==> src/rtl/megasys_vram_arbiter.sv <==
// ---------------------------------------------------------------------------
// megasys_vram_arbiter
//
// Shares one single-port video RAM between three requesters. The requesters
// are background tile fetch (bg), sprite fetch (spr) and CPU. Read data is
// routed back through a fixed-latency tag pipeline.
//
// Window-dependent priority, evaluated combinationally every cycle:
//   active display (hbl|vbl = 0) : bg  > spr > cpu
//   blanking       (hbl|vbl = 1) : cpu > spr > bg
//
// Optional build macro VRAM_ARB_STARVE_EN:
//   A saturating counter counts the active-window cycles in which the CPU
//   waits. At STARVE_MAX the CPU is promoted to top priority
//   (cpu > bg > spr) until its next ack.
//   Without the macro, only strict window priority applies.
//
// Parameters:
//   AW          address width
//   DW          data width
//   RD_LAT      RAM read latency, registered ram_cs -> valid ram_dout (>= 1)
//   STARVE_MAX  CPU wait cycles before the forced grant (macro builds only)
//
// Ports:
//   clk, reset_n                  clock, async active-low reset
//   hbl, vbl                      blanking flags from the timing generator
//   bg_req/addr/ack/valid         tile fetch port (read-only)
//   spr_req/addr/ack/valid        sprite fetch port (read-only)
//   cpu_req/we/addr/din/ack/valid CPU port (read/write)
//   rd_data                       shared read data, qualified by *_valid
//   ram_cs/we/addr/din            registered RAM command
//   ram_dout                      RAM read data
// ---------------------------------------------------------------------------
module megasys_vram_arbiter #(
  parameter int AW         = 16,
  parameter int DW         = 16,
  parameter int RD_LAT     = 2,
  parameter int STARVE_MAX = 8
) (
  input  logic          clk,
  input  logic          reset_n,
  input  logic          hbl,
  input  logic          vbl,
  input  logic          bg_req,
  input  logic [AW-1:0] bg_addr,
  output logic          bg_ack,
  output logic          bg_valid,
  input  logic          spr_req,
  input  logic [AW-1:0] spr_addr,
  output logic          spr_ack,
  output logic          spr_valid,
  input  logic          cpu_req,
  input  logic          cpu_we,
  input  logic [AW-1:0] cpu_addr,
  input  logic [DW-1:0] cpu_din,
  output logic          cpu_ack,
  output logic          cpu_valid,
  output logic [DW-1:0] rd_data,
  output logic          ram_cs,
  output logic          ram_we,
  output logic [AW-1:0] ram_addr,
  output logic [DW-1:0] ram_din,
  input  logic [DW-1:0] ram_dout
);

  typedef enum logic [1:0] {
    SRC_BG  = 2'd0,
    SRC_SPR = 2'd1,
    SRC_CPU = 2'd2
  } src_e;

  typedef struct packed {
    logic live;
    src_e src;
  } tag_t;

  logic blank;
  logic cpu_promote;
  logic gnt_bg, gnt_spr, gnt_cpu;

  assign blank = hbl | vbl;

  // -------------------------------------------------------------------------
  // Grant selection. Acks are gated by reset_n so nothing is granted while
  // the block is held in reset.
  // -------------------------------------------------------------------------
  always_comb begin
    // NOTE: every output of a combinational block gets a default first, so
    // no path can leave it unassigned and infer a latch.
    gnt_bg  = 1'b0;
    gnt_spr = 1'b0;
    gnt_cpu = 1'b0;
    if (reset_n) begin
      if (cpu_req && (blank || cpu_promote)) begin
        gnt_cpu = 1'b1;
      end else if (blank) begin
        if (spr_req)     gnt_spr = 1'b1;
        else if (bg_req) gnt_bg  = 1'b1;
      end else begin
        if (bg_req)       gnt_bg  = 1'b1;
        else if (spr_req) gnt_spr = 1'b1;
        else if (cpu_req) gnt_cpu = 1'b1;
      end
    end
  end

  assign bg_ack  = gnt_bg;
  assign spr_ack = gnt_spr;
  assign cpu_ack = gnt_cpu;

  // -------------------------------------------------------------------------
  // CPU starvation guard
  // -------------------------------------------------------------------------
`ifdef VRAM_ARB_STARVE_EN
  localparam int SW = $clog2(STARVE_MAX + 1);

  logic [SW-1:0] starve_cnt_q, starve_cnt_d;

  always_comb begin
    starve_cnt_d = starve_cnt_q;
    if (!cpu_req || gnt_cpu) begin
      starve_cnt_d = '0;
    end else if (!blank && (starve_cnt_q != SW'(STARVE_MAX))) begin
      starve_cnt_d = starve_cnt_q + 1'b1;
    end
  end

  assign cpu_promote = (starve_cnt_q == SW'(STARVE_MAX));

  always_ff @(posedge clk or negedge reset_n) begin
    if (!reset_n) starve_cnt_q <= '0;
    else          starve_cnt_q <= starve_cnt_d;
  end
`else
  // The starvation threshold has no effect in this build; the CPU is never
  // promoted.
  assign cpu_promote = (STARVE_MAX < 0);
`endif

  // -------------------------------------------------------------------------
  // Registered RAM command. Address and data hold when there is no grant.
  // -------------------------------------------------------------------------
  logic          ram_cs_q,   ram_cs_d;
  logic          ram_we_q,   ram_we_d;
  logic [AW-1:0] ram_addr_q, ram_addr_d;
  logic [DW-1:0] ram_din_q,  ram_din_d;

  always_comb begin
    ram_cs_d   = gnt_bg | gnt_spr | gnt_cpu;
    ram_we_d   = gnt_cpu & cpu_we;
    ram_addr_d = ram_addr_q;
    ram_din_d  = ram_din_q;
    if (gnt_bg)  ram_addr_d = bg_addr;
    if (gnt_spr) ram_addr_d = spr_addr;
    if (gnt_cpu) begin
      ram_addr_d = cpu_addr;
      ram_din_d  = cpu_din;
    end
  end

  // -------------------------------------------------------------------------
  // Tag pipeline. Stage k holds the tag of the access whose ram_cs was
  // k cycles ago. Stage RD_LAT lines up with valid ram_dout.
  // -------------------------------------------------------------------------
  tag_t          push_tag;
  tag_t [RD_LAT:0] tag_q, tag_d;
  tag_t          tag_out;
  logic [2:0]    valid_q, valid_d;
  logic [DW-1:0] rd_data_q, rd_data_d;

  always_comb begin
    push_tag.live = (gnt_bg | gnt_spr | gnt_cpu) & ~(gnt_cpu & cpu_we);
    push_tag.src  = gnt_cpu ? SRC_CPU : (gnt_spr ? SRC_SPR : SRC_BG);
    tag_d         = {tag_q[RD_LAT-1:0], push_tag};
  end

  assign tag_out = tag_q[RD_LAT];

  always_comb begin
    valid_d   = '0;
    rd_data_d = rd_data_q;
    if (tag_out.live) begin
      rd_data_d = ram_dout;
      case (tag_out.src)
        SRC_BG:  valid_d[0] = 1'b1;
        SRC_SPR: valid_d[1] = 1'b1;
        SRC_CPU: valid_d[2] = 1'b1;
        default: valid_d    = '0;
      endcase
    end
  end

  // NOTE: sequential state uses non-blocking assignments only, so every flop
  // samples pre-edge values regardless of statement order.
  always_ff @(posedge clk or negedge reset_n) begin
    if (!reset_n) begin
      ram_cs_q   <= 1'b0;
      ram_we_q   <= 1'b0;
      ram_addr_q <= '0;
      ram_din_q  <= '0;
      // NOTE: the tag pipeline is a small flop array, not a memory, and it is
      // reset on purpose: clearing it drops in-flight reads so that no valid
      // pulse follows reset release.
      tag_q      <= '0;
      valid_q    <= '0;
      rd_data_q  <= '0;
    end else begin
      ram_cs_q   <= ram_cs_d;
      ram_we_q   <= ram_we_d;
      ram_addr_q <= ram_addr_d;
      ram_din_q  <= ram_din_d;
      tag_q      <= tag_d;
      valid_q    <= valid_d;
      rd_data_q  <= rd_data_d;
    end
  end

  assign ram_cs    = ram_cs_q;
  assign ram_we    = ram_we_q;
  assign ram_addr  = ram_addr_q;
  assign ram_din   = ram_din_q;
  assign bg_valid  = valid_q[0];
  assign spr_valid = valid_q[1];
  assign cpu_valid = valid_q[2];
  assign rd_data   = rd_data_q;

endmodule

==> config.mk <==
export PLATFORM = sky130hd
export DESIGN_NAME = megasys_vram_arbiter
export DESIGN_NICKNAME = d
export VERILOG_FILES = /design/src/rtl/megasys_vram_arbiter.sv
export SDC_FILE = /design/constraint.sdc
export NUM_CORES = 1
export LEC_CHECK = 0
export ABC_AREA = 1
export BUFFER_PORTS_ARGS = -buffer_cell sky130_fd_sc_hd__buf_4
export CAP_MARGIN = 20
export CORE_MARGIN = 5
export CORE_UTILIZATION = 25
export DETAILED_ROUTE_END_ITERATION = 8
export GPL_TIMING_DRIVEN = 0
export PLACE_DENSITY = 0.56
export SLEW_MARGIN = 20
export SYNTH_ARGS = -nofsm -noshare
export SYNTH_HDL_FRONTEND = slang
export SYNTH_SLANG_ARGS = --single-unit
==> constraint.sdc <==
create_clock -name clk -period 1.2 [get_ports clk]
set_input_delay 0.24 -clock clk [delete_from_list [all_inputs] [get_ports clk]]
set_output_delay 0.24 -clock clk [all_outputs]
set_load 0.02 [all_outputs]
Word-level counts from Yosys, hierarchy flattened:

Index checks and enable logic that the tools add are counted.
Widths: inputs -> output; s select.

* multiplexer cells: 25
* reduce and logical (&&, ||, !) cells: 3
* bitwise gates (word level): 6
* eq/ne operators: 2

Operators with widths (count)
* $mux 16: 3
* $mux 1: 20
* $mux 3: 1
* $or 1x1->1: 3
* $reduce_bool 3->1: 1
* $and 1x1->1: 2
* $eq 2x1->1 const B: 1
* $eq 2x2->1 const B: 1
* $logic_not 2->1: 1
* $mux 2: 1
* $logic_and 1x1->1: 1
* $not 1->1: 1

* output and inout bits: 56
* register bits: 62
* word-level logic and storage cells: 48
* input bits: 88

Longest topological paths before layout:

Gate-level depths: netlist (run 1).

* word-level depth: 9
* gate-level depth with buffers: 9
* mapped depth without buffers: 8

Least setup slack after synthesis (run 1):

OpenSTA, ideal clock, no wires.

* path type: input port to output port
* start: input port vbl
* end: output port bg_ack
* buffers on the path: 1
* cell stages on the path: 6
* data required time: 0.960 ns
* slack: -0.095 ns
* arrival time: 1.055 ns
* path through: inv_1 nand2_2 nand2_4 buf_2 nand3_1 a21oi_1

* word-level cells in the longest chain between the ends: 4
* elaborated cells between the ends (all ways): 5
* classes of those cells: mux: 3; bitwise: 1; reduce/logical: 1

RTL lines
* start, declared: line 43 `input logic vbl,`
* $or 1x1->1 (*): line 81 `assign blank = hbl | vbl;`
* $mux 1 / $logic_and 1x1->1 (equally long branches): line 96, 94
* $mux 1 (*): line 94 `if (cpu_req && (blank || cpu_promote)) begin`
* $mux 1 (*): line 93 `if (reset_n) begin`
* end, declared: line 46 `output logic bg_ack,`

Mark *: on every way between the ends. The rest lies on a longest branch, timed or not.

Worst setup path in the final report (run 1):

* start: input port hbl
* end: output port bg_ack

* word-level cells in the longest chain between the ends: 4
* elaborated cells between the ends (all ways): 5
* classes of those cells: mux: 3; bitwise: 1; reduce/logical: 1

RTL lines
* start, declared: line 42 `input logic hbl,`
* $or 1x1->1 (*): line 81
* $mux 1 / $logic_and 1x1->1 (equally long branches): line 96, 94
* $mux 1 (*): line 94
* $mux 1 (*): line 93

Marked as above.

==> results of run 1 <==
-- synth_stat cells, types with 2 or more instances --
master      n
nand2_2     2
nand2_1   147
inv_1       7
buf_6       5
buf_2       7
inv_2       3
nand3_2     3
buf_4       2
nand4_1    16
dfrtp_1    62
nand3_1    14
clkinv_1    2
nand2_4     2
nor2_1     51
-- worst register-to-register path, cell delays in order (launching register included) --
cell and delay (ns):
dfrtp_1 0.35, buf_2 0.18, inv_4 0.11, buf_2 0.22
nand2_1 0.07, nand2_1 0.06
-- registers in the layout, indices dropped and copies added, names as in the netlist --
name,flops
ram_addr,16
ram_din,16
ram_cs,1
tag_out,3
valid_q,3
rd_data,16
ram_we,1
tag_d,6
-- power groups by stage --
stage | combinational [W] | sequential (W) | clock [W]
2_1_floorplan | 0.000445 | 0.00280 | 0
3_3_place_gp | 0.00154 | 0.00251 | 0
3_5_place_dp | 0.00155 | 0.00252 | 0
4_1_cts | 0.00162 | 0.00248 | 0.00202
5_1_grt | 0.00178 | 0.00251 | 0.00213
6_report | 0.00164 | 0.00248 | 0.00195
-- layout by cell type, fill, tap and decap left out, drive strengths merged --
| cell type | Yosys | final |
|---|---|---|
| nand3 | 18 | 18 |
| o21ai | 1 | 1 |
| a21oi | 1 | 1 |
| clkbuf | 0 | 11 |
| nand4 | 16 | 16 |
| dlygate4sd3 | 0 | 2 |
| buf | 16 | 174 |
| inv | 11 | 12 |
| nor3 | 1 | 1 |
| bufinv | 0 | 2 |
| nor3b | 1 | 1 |
| bufbuf | 0 | 2 |
| clkinv | 3 | 6 |
| a31oi | 1 | 1 |
| nor2 | 52 | 52 |
| dfrtp | 62 | 62 |
| nand2 | 151 | 151 |
-- layer usage --
metal | wire length (um) | GRT usage [%]
met2 | 4270 | 22.2
met1 | 3710 | 16.5
met5 | 0 | 0
met4 | 103 | 5.32
met3 | 981 | 4.54
-- what timing repair did --
action	in CTS	in global routing
endpoints found under the hold margin	62	0
setup endpoints to repair	50	14
hold buffers	2	0
gates resized for setup	14	10
pin swaps	4	4
buffers inserted	6	12
cloned	2	1
-- metrics by stage --
stage               power, W  TNS (ns)  std cells
floorplan            0.00325         0        334
global route         0.00642  -0.00382        653
global placement     0.00405    -26.63        617
finish               0.00606         0        653
CTS                  0.00612   -0.0337        640
detailed placement   0.00407    -27.23        617
-- worst paths after layout --
path | startpoint | end | slack (ns) | cells after the start
worst min register to register | tag_d[4]$_DFF_PN0_ | tag_d[7]$_DFF_PN0_ | 0.35 | 0
worst min-delay path | cpu_din[1] | ram_din[1]$_DFFE_PN0P_ | 0.11 | 3
max in group asynchronous | reset_n | rd_data[9]$_DFFE_PN0P_ | 0.32 | 2
worst max register to register | tag_out[2]$_DFF_PN0_ | rd_data[11]$_DFFE_PN0P_ | 0.14 | 5
min in group asynchronous | reset_n | valid_q[2]$_DFF_PN0_ | 0.48 | 2
worst max-delay path | hbl | bg_ack | 0.02 | 8
-- kinds of logic (layout without fill, tap and decap cells) --
logic type / after synthesis / count (layout)
compound gates: 3 / 3
flops: 62 / 62
buf+inv: 30 / 209
simple gates: 239 / 239
-- final cells by class --
cell class	instances	area, sq um	area share (%)
Clock buffer	10	128	2.82
Timing Repair Buffer	165	1330	29.4
Multi-Input combinational cell	242	1070	23.7
Timing Repair inverter	1	8.76	0.193
Buffer	14	113	2.48
Clock inverter	5	75.1	1.66
Inverter	14	75.1	1.66
Tap cell	140	175	3.87
Sequential cell	62	1550	34.2
==> impl_results.md, run 1 <==
* Die area at 13400 sq um
* WP buf/inv at 4
* Post-synthesis xor/xnor area fraction at 0%
* WL/cell at 13.9 um
* Reg power frac at about 40%
* Final Hold Viols at 0
* Synth Area in Simple Gates at 36.6%
* Sequential area share after synthesis at approximately 56%
* Critical path class: input port to output pin
* Clock transition at path regs at 0.08 ns
* Vias per cell at 4.23
* P_int at 0.00426 W
* Initial Util at 25.6%
* Kind of cell adding the most delay to the critical path: buffers and inverters
* Syn_nets at 422
* Rel. slew slack at 58.4%
* Total grt overflow at 0
* Post-synth top area share at about 56%
* Synth area leaders: dfrtp_1 (56%), nand2_1 (20%), nor2_1 (6.9%)
* Worst clock skew at 0.00585 ns
* Post-DRT Antenna Nets at 0
* Peak VDD IR at 0.000497 V
* CTS sink cnt at just over 60
* Initial drt markers at 113
* First-pass GRT wire length at 14100 um
* Final wirelength at 9060 um
* Setup WS pre-CTS at -0.864 ns
* Final worst setup slack at 0.0222 ns
* TritonCTS clock tree: yes
* Post-synth top flop: dfrtp_1
* Status: finished clean
* Worst path arrival time at around 0.94 ns
* Clock share of power at 32.1%
* Vias in the first global route at 2891
* Crit path time final at about 1.2 ns
* Max Cap Viol at 0
* Crit path top cell by count: buf_6
* Cell Area, Synth at 2790 sq um
* Synth Area in Compound Gates at 1.26%
* Via count at approximately 2800
* Post-Synth Adder-Cell Area at 0%
* Ys Warns at 0
* Pleak at 2.47 nW
* TritonCTS buffer count at 9
* Clock Latency Late Sink at 0.33 ns
* Psw at 0.00180 W
* Core area at between 10000 and 15000 sq um
* Worst setup SP type: input port
* Worst path max stage delay at 0.13 ns
* Std-Cell Rows at 38
* Die Y at 116 um
* Hpwl dp at 6400 um
* Slew Viols, Final at 0
* DP Area at 4040 sq um
* Yosys reg bits at 62
* Largest net degree at the start of global routing at 34
* Main combinational cell family by area after synthesis: simple AND/OR/NAND/NOR gates
* CP required at 0.96 ns
* Crit-path slowest cell: a21oi_2
* Worst Hold Class: input port to flip-flop
* Async SR Flop Fraction at 100%
* Sw frac at 29.7%
* Number of detailed-route iterations in the first pass at 4
* DR DRC count at 0
* Max Root-Sink Buffers at 2
* Layout fillers at 1102
* Worst slew pin tran at 0.622 ns
* Gr usage total at between 10% and 20%
* Count of input and output buffers at ~140
* Post-synthesis cell type count at 25
* Leading area contributor after synthesis: dfrtp_1
* H-Tree Depth at 3
* Ports at 144
* Syn_area_per_cell at 8.35 sq um
* Final #Nets at between 500 and 600
* Fin util at 41.6%
* Max Fclk at between 800 and 900 MHz
* Cell Pwr Density at 1340 nW/um^2
* Crit path max fanout at 3
* Worst setup EP type: output pin
* Root buf cell: clkbuf_8
* Worst hold slack at between 0.1 and 0.15 ns
* Layout cells sized above 1 at about two fifths
* Gate power share at 27.1%
* Die W at 116 um
* Final Cell Area at 4530 sq um
* CP Cell Sequence: buf_6 -> inv_2 -> nand2_4 -> nand2_4 -> buf_6 -> nand3_2 -> a21oi_2 -> buf_6
* Diode count at 0
* Cells after Synth at 334
* Multiplexer area fraction after synthesis at 0%
* Number of synthesized flops with an enable pin at 0
* Final setup vio count at 0
* Gpl congestion at 0.900
* Period utilization at 98.2%
* Initial antenna violation count at 0
* Syn-to-layout area delta at 62.6%
No activity file was read; power rests on OpenSTA's default activity.
==> run 2: changes to the inputs <==
--- a/config.mk
+++ b/config.mk
@@ -8,11 +8,12 @@
 export ABC_AREA = 1
 export BUFFER_PORTS_ARGS = -buffer_cell sky130_fd_sc_hd__buf_4
 export CAP_MARGIN = 20
+export CELL_PAD_IN_SITES_DETAIL_PLACEMENT = 1
+export CELL_PAD_IN_SITES_GLOBAL_PLACEMENT = 1
 export CORE_MARGIN = 5
 export CORE_UTILIZATION = 25
 export DETAILED_ROUTE_END_ITERATION = 8
-export GPL_TIMING_DRIVEN = 0
-export PLACE_DENSITY = 0.56
+export PLACE_DENSITY = 0.73
 export SLEW_MARGIN = 20
 export SYNTH_ARGS = -nofsm -noshare
 export SYNTH_HDL_FRONTEND = slang
==> run 2 against run 1 <==
Net effect:
- count of clock-buffer cells in the layout unchanged
- sequential share of layout area up 1.6 points
- clock power down 9.7%
- total power down 3.8%
- register-to-register slack better by 0.15 ns
- largest cell class unchanged
==> impl_results.md, run 2 (synthesis gave the netlist of run 1 again) <==
* Period utilization at 95.9% (was 98.2%)
* Total grt overflow at 0 (unchanged)
* Rel. slew slack at 48.8% (was 58.4%)
* Max Fclk at 869 MHz (was 849 MHz)
* RSZ-0062 raised after global routing: no
* Final instance count without filler cells at 639 (was 653)
* Pleak at 2.36 nW (was 2.47 nW)
* Die W at 116 um (unchanged)
* Max Root-Sink Buffers at 2 (unchanged)
* CTS sink cnt at 62 (unchanged)
* Worst setup EP type: output pin (unchanged)
* Worst setup SP type: flip-flop (was input port)
* Clock transition at path regs at 0.07 ns (was 0.08 ns)
* Critical path class: flip-flop to output pin (was input port to output pin)
* Via count at 2754 (was 2763)
* Layout cells sized above 1 at 39.9% (was 41.5%)
* Fin util at 39.7% (was 41.6%)
* Initial Util at 25.6% (unchanged)
* First-pass GRT wire length at 14600 um (was 14100 um)
* Gr usage total at 14.1% (was 13.5%)
* Crit path time final at 1.15 ns (was 1.18 ns)
* Die area at 13400 sq um (unchanged)
* Status: finished clean (unchanged)
* Worst path arrival time at 0.91 ns (was 0.94 ns)
* CP required at 0.96 ns (about the same)
* Final Power at 0.00583 W (was 0.00606 W)
* Vias per cell at 4.31 (was 4.23)
* Largest net degree at the start of global routing at 63 (was 34)
* Syn-to-layout area delta at 55.2% (was 62.6%)
* Most frequent cells in the layout: buf_4 (161), nand2_1 (147), dfrtp_1 (62) (was buf_4 (157), nand2_1 (147), dfrtp_1 (62))
* Placed cells at 621 (was 617)
* Hpwl dp at 7380 um (was 6400 um)
* Peak VDD IR at 0.000465 V (was 0.000497 V)
* Clock Latency Late Sink at 0.33 ns (about the same)
* WP buf/inv at 1 (was 4)
* Worst slew pin tran at 0.768 ns (was 0.622 ns)
* Layout fillers at 1330 (was 1102)
* Count of input and output buffers at 143 (unchanged)
* Core area at 10900 sq um (unchanged)
* Std-Cell Rows at 38 (unchanged)
* Slew Viols, Final at 0 (unchanged)
* Ports at 144 (unchanged)
* Worst path max stage delay at 0.41 ns (was 0.13 ns)
* Initial drt markers at 62 (was 113)
* Cts hold-fix bufs at 0 (was 2)
* Post-DRT Antenna Nets at 0 (unchanged)
* TritonCTS clock tree: yes (unchanged)
* Commonest non-fill, non-tap cell in the layout: buf_4 (unchanged)
* Gpl congestion at 0.878 (was 0.900)
* Final setup vio count at 0 (unchanged)
* Final wirelength at 9220 um (was 9060 um)
* Vias in the first global route at 2975 (was 2891)
* Worst clock skew at 0.00664 ns (was 0.00585 ns)
* WL/cell at 14.4 um (was 13.9 um)
* Diode count at 0 (unchanged)
* Root buf cell: clkbuf_8 (unchanged)
* Worst hold slack at 0.102 ns (was 0.106 ns)
* Final Hold Viols at 0 (unchanged)
* Crit-path slowest cell: dfrtp_1 (was a21oi_2)
* H-Tree Depth at 3 (unchanged)
* Crit path max fanout at 2 (was 3)
* Cell Pwr Density at 1350 nW/um^2 (was 1340 nW/um^2)
* Final #Nets at 583 (was 597)
* Kind of cell adding the most delay to the critical path: flip-flops (was buffers and inverters)
* CP Cell Sequence: buf_4 (was buf_6 -> inv_2 -> nand2_4 -> nand2_4 -> buf_6 -> nand3_2 -> a21oi_2 -> buf_6)
* DR DRC count at 0 (unchanged)
* TritonCTS buffer count at 9 (unchanged)
* Die Y at 116 um (unchanged)
* Initial antenna violation count at 0 (unchanged)
* Max Cap Viol at 0 (unchanged)
* Number of detailed-route iterations in the first pass at 4 (unchanged)
* Worst Hold Class: input port to flip-flop (unchanged)
-- run 2: worst paths after layout --
kind	start	to	slack, ns	cells after the start
worst max-delay path	ram_addr[4]$_DFFE_PN0P_	ram_addr[4]	0.05	1
worst min-delay path	cpu_din[0]	ram_din[0]$_DFFE_PN0P_	0.10	3
worst max register to register	tag_out[2]$_DFF_PN0_	valid_q[2]$_DFF_PN0_	0.29	3
worst min register to register	tag_d[8]$_DFF_PN0_	tag_out[2]$_DFF_PN0_	0.35	0
max in group asynchronous	reset_n	rd_data[13]$_DFFE_PN0P_	0.54	2
min in group asynchronous	reset_n	ram_addr[1]$_DFFE_PN0P_	0.14	2
-- run 2: layout make-up --
class                   instances  area, sq um  share of cell area [%]
well taps                     140          175                    4.05
inverters                      14         61.3                    1.42
flip-flops and latches         62         1550                    35.9
clock inverters                 5         50.0                    1.16
repair buffers                165         1280                    29.6
repair inverters                1         6.26                   0.145
multi-input cells             242         1060                    24.6
clock buffers                  10          138                    3.18
-- run 2: worst reg2reg max path, delay by kind of cell (launching register included) --
kind / cells / cell delay, ns
simple gates: 1 / 0.22
buf+inv: 2 / 0.25
flops: 1 / 0.35
-- run 2: where the power goes --
part	total (W)	internal (W)	leakage (nW)	switching, W
Combinational	0.00158	0.000714	1.50	0.000866
Clock	0.00176	0.000989	0.102	0.000775
Sequential	0.00249	0.00235	0.756	0.000145
-- run 2: stage by stage --
stage	TNS, ns	setup slack (ns)	cell area (sq um)
after floorplan	0	0.000105	2790
after global placement	-0.488	-0.0812	4100
after detailed placement	-1.30	-0.0981	4100
after CTS	0	0.00456	4310
after global routing	0	0.000117	4330
final	0	0.0491	4330
-- run 2: timing repair --
action	4_1_cts	5_1_grt
pin swaps	0	2
cloned	1	0
resized for setup	2	2
endpoints found under the setup margin	2	2
buffers inserted	1	1
-- run 2: routing by layer --
metal	global-route usage (%)	vias to the layer above	routed length (um)
met5	0	-	0
met4	3.99	0	89
met3	5.27	9	1040
met2	23.2	118	4210
met1	17.2	1269	3870
li1	-	1358	-
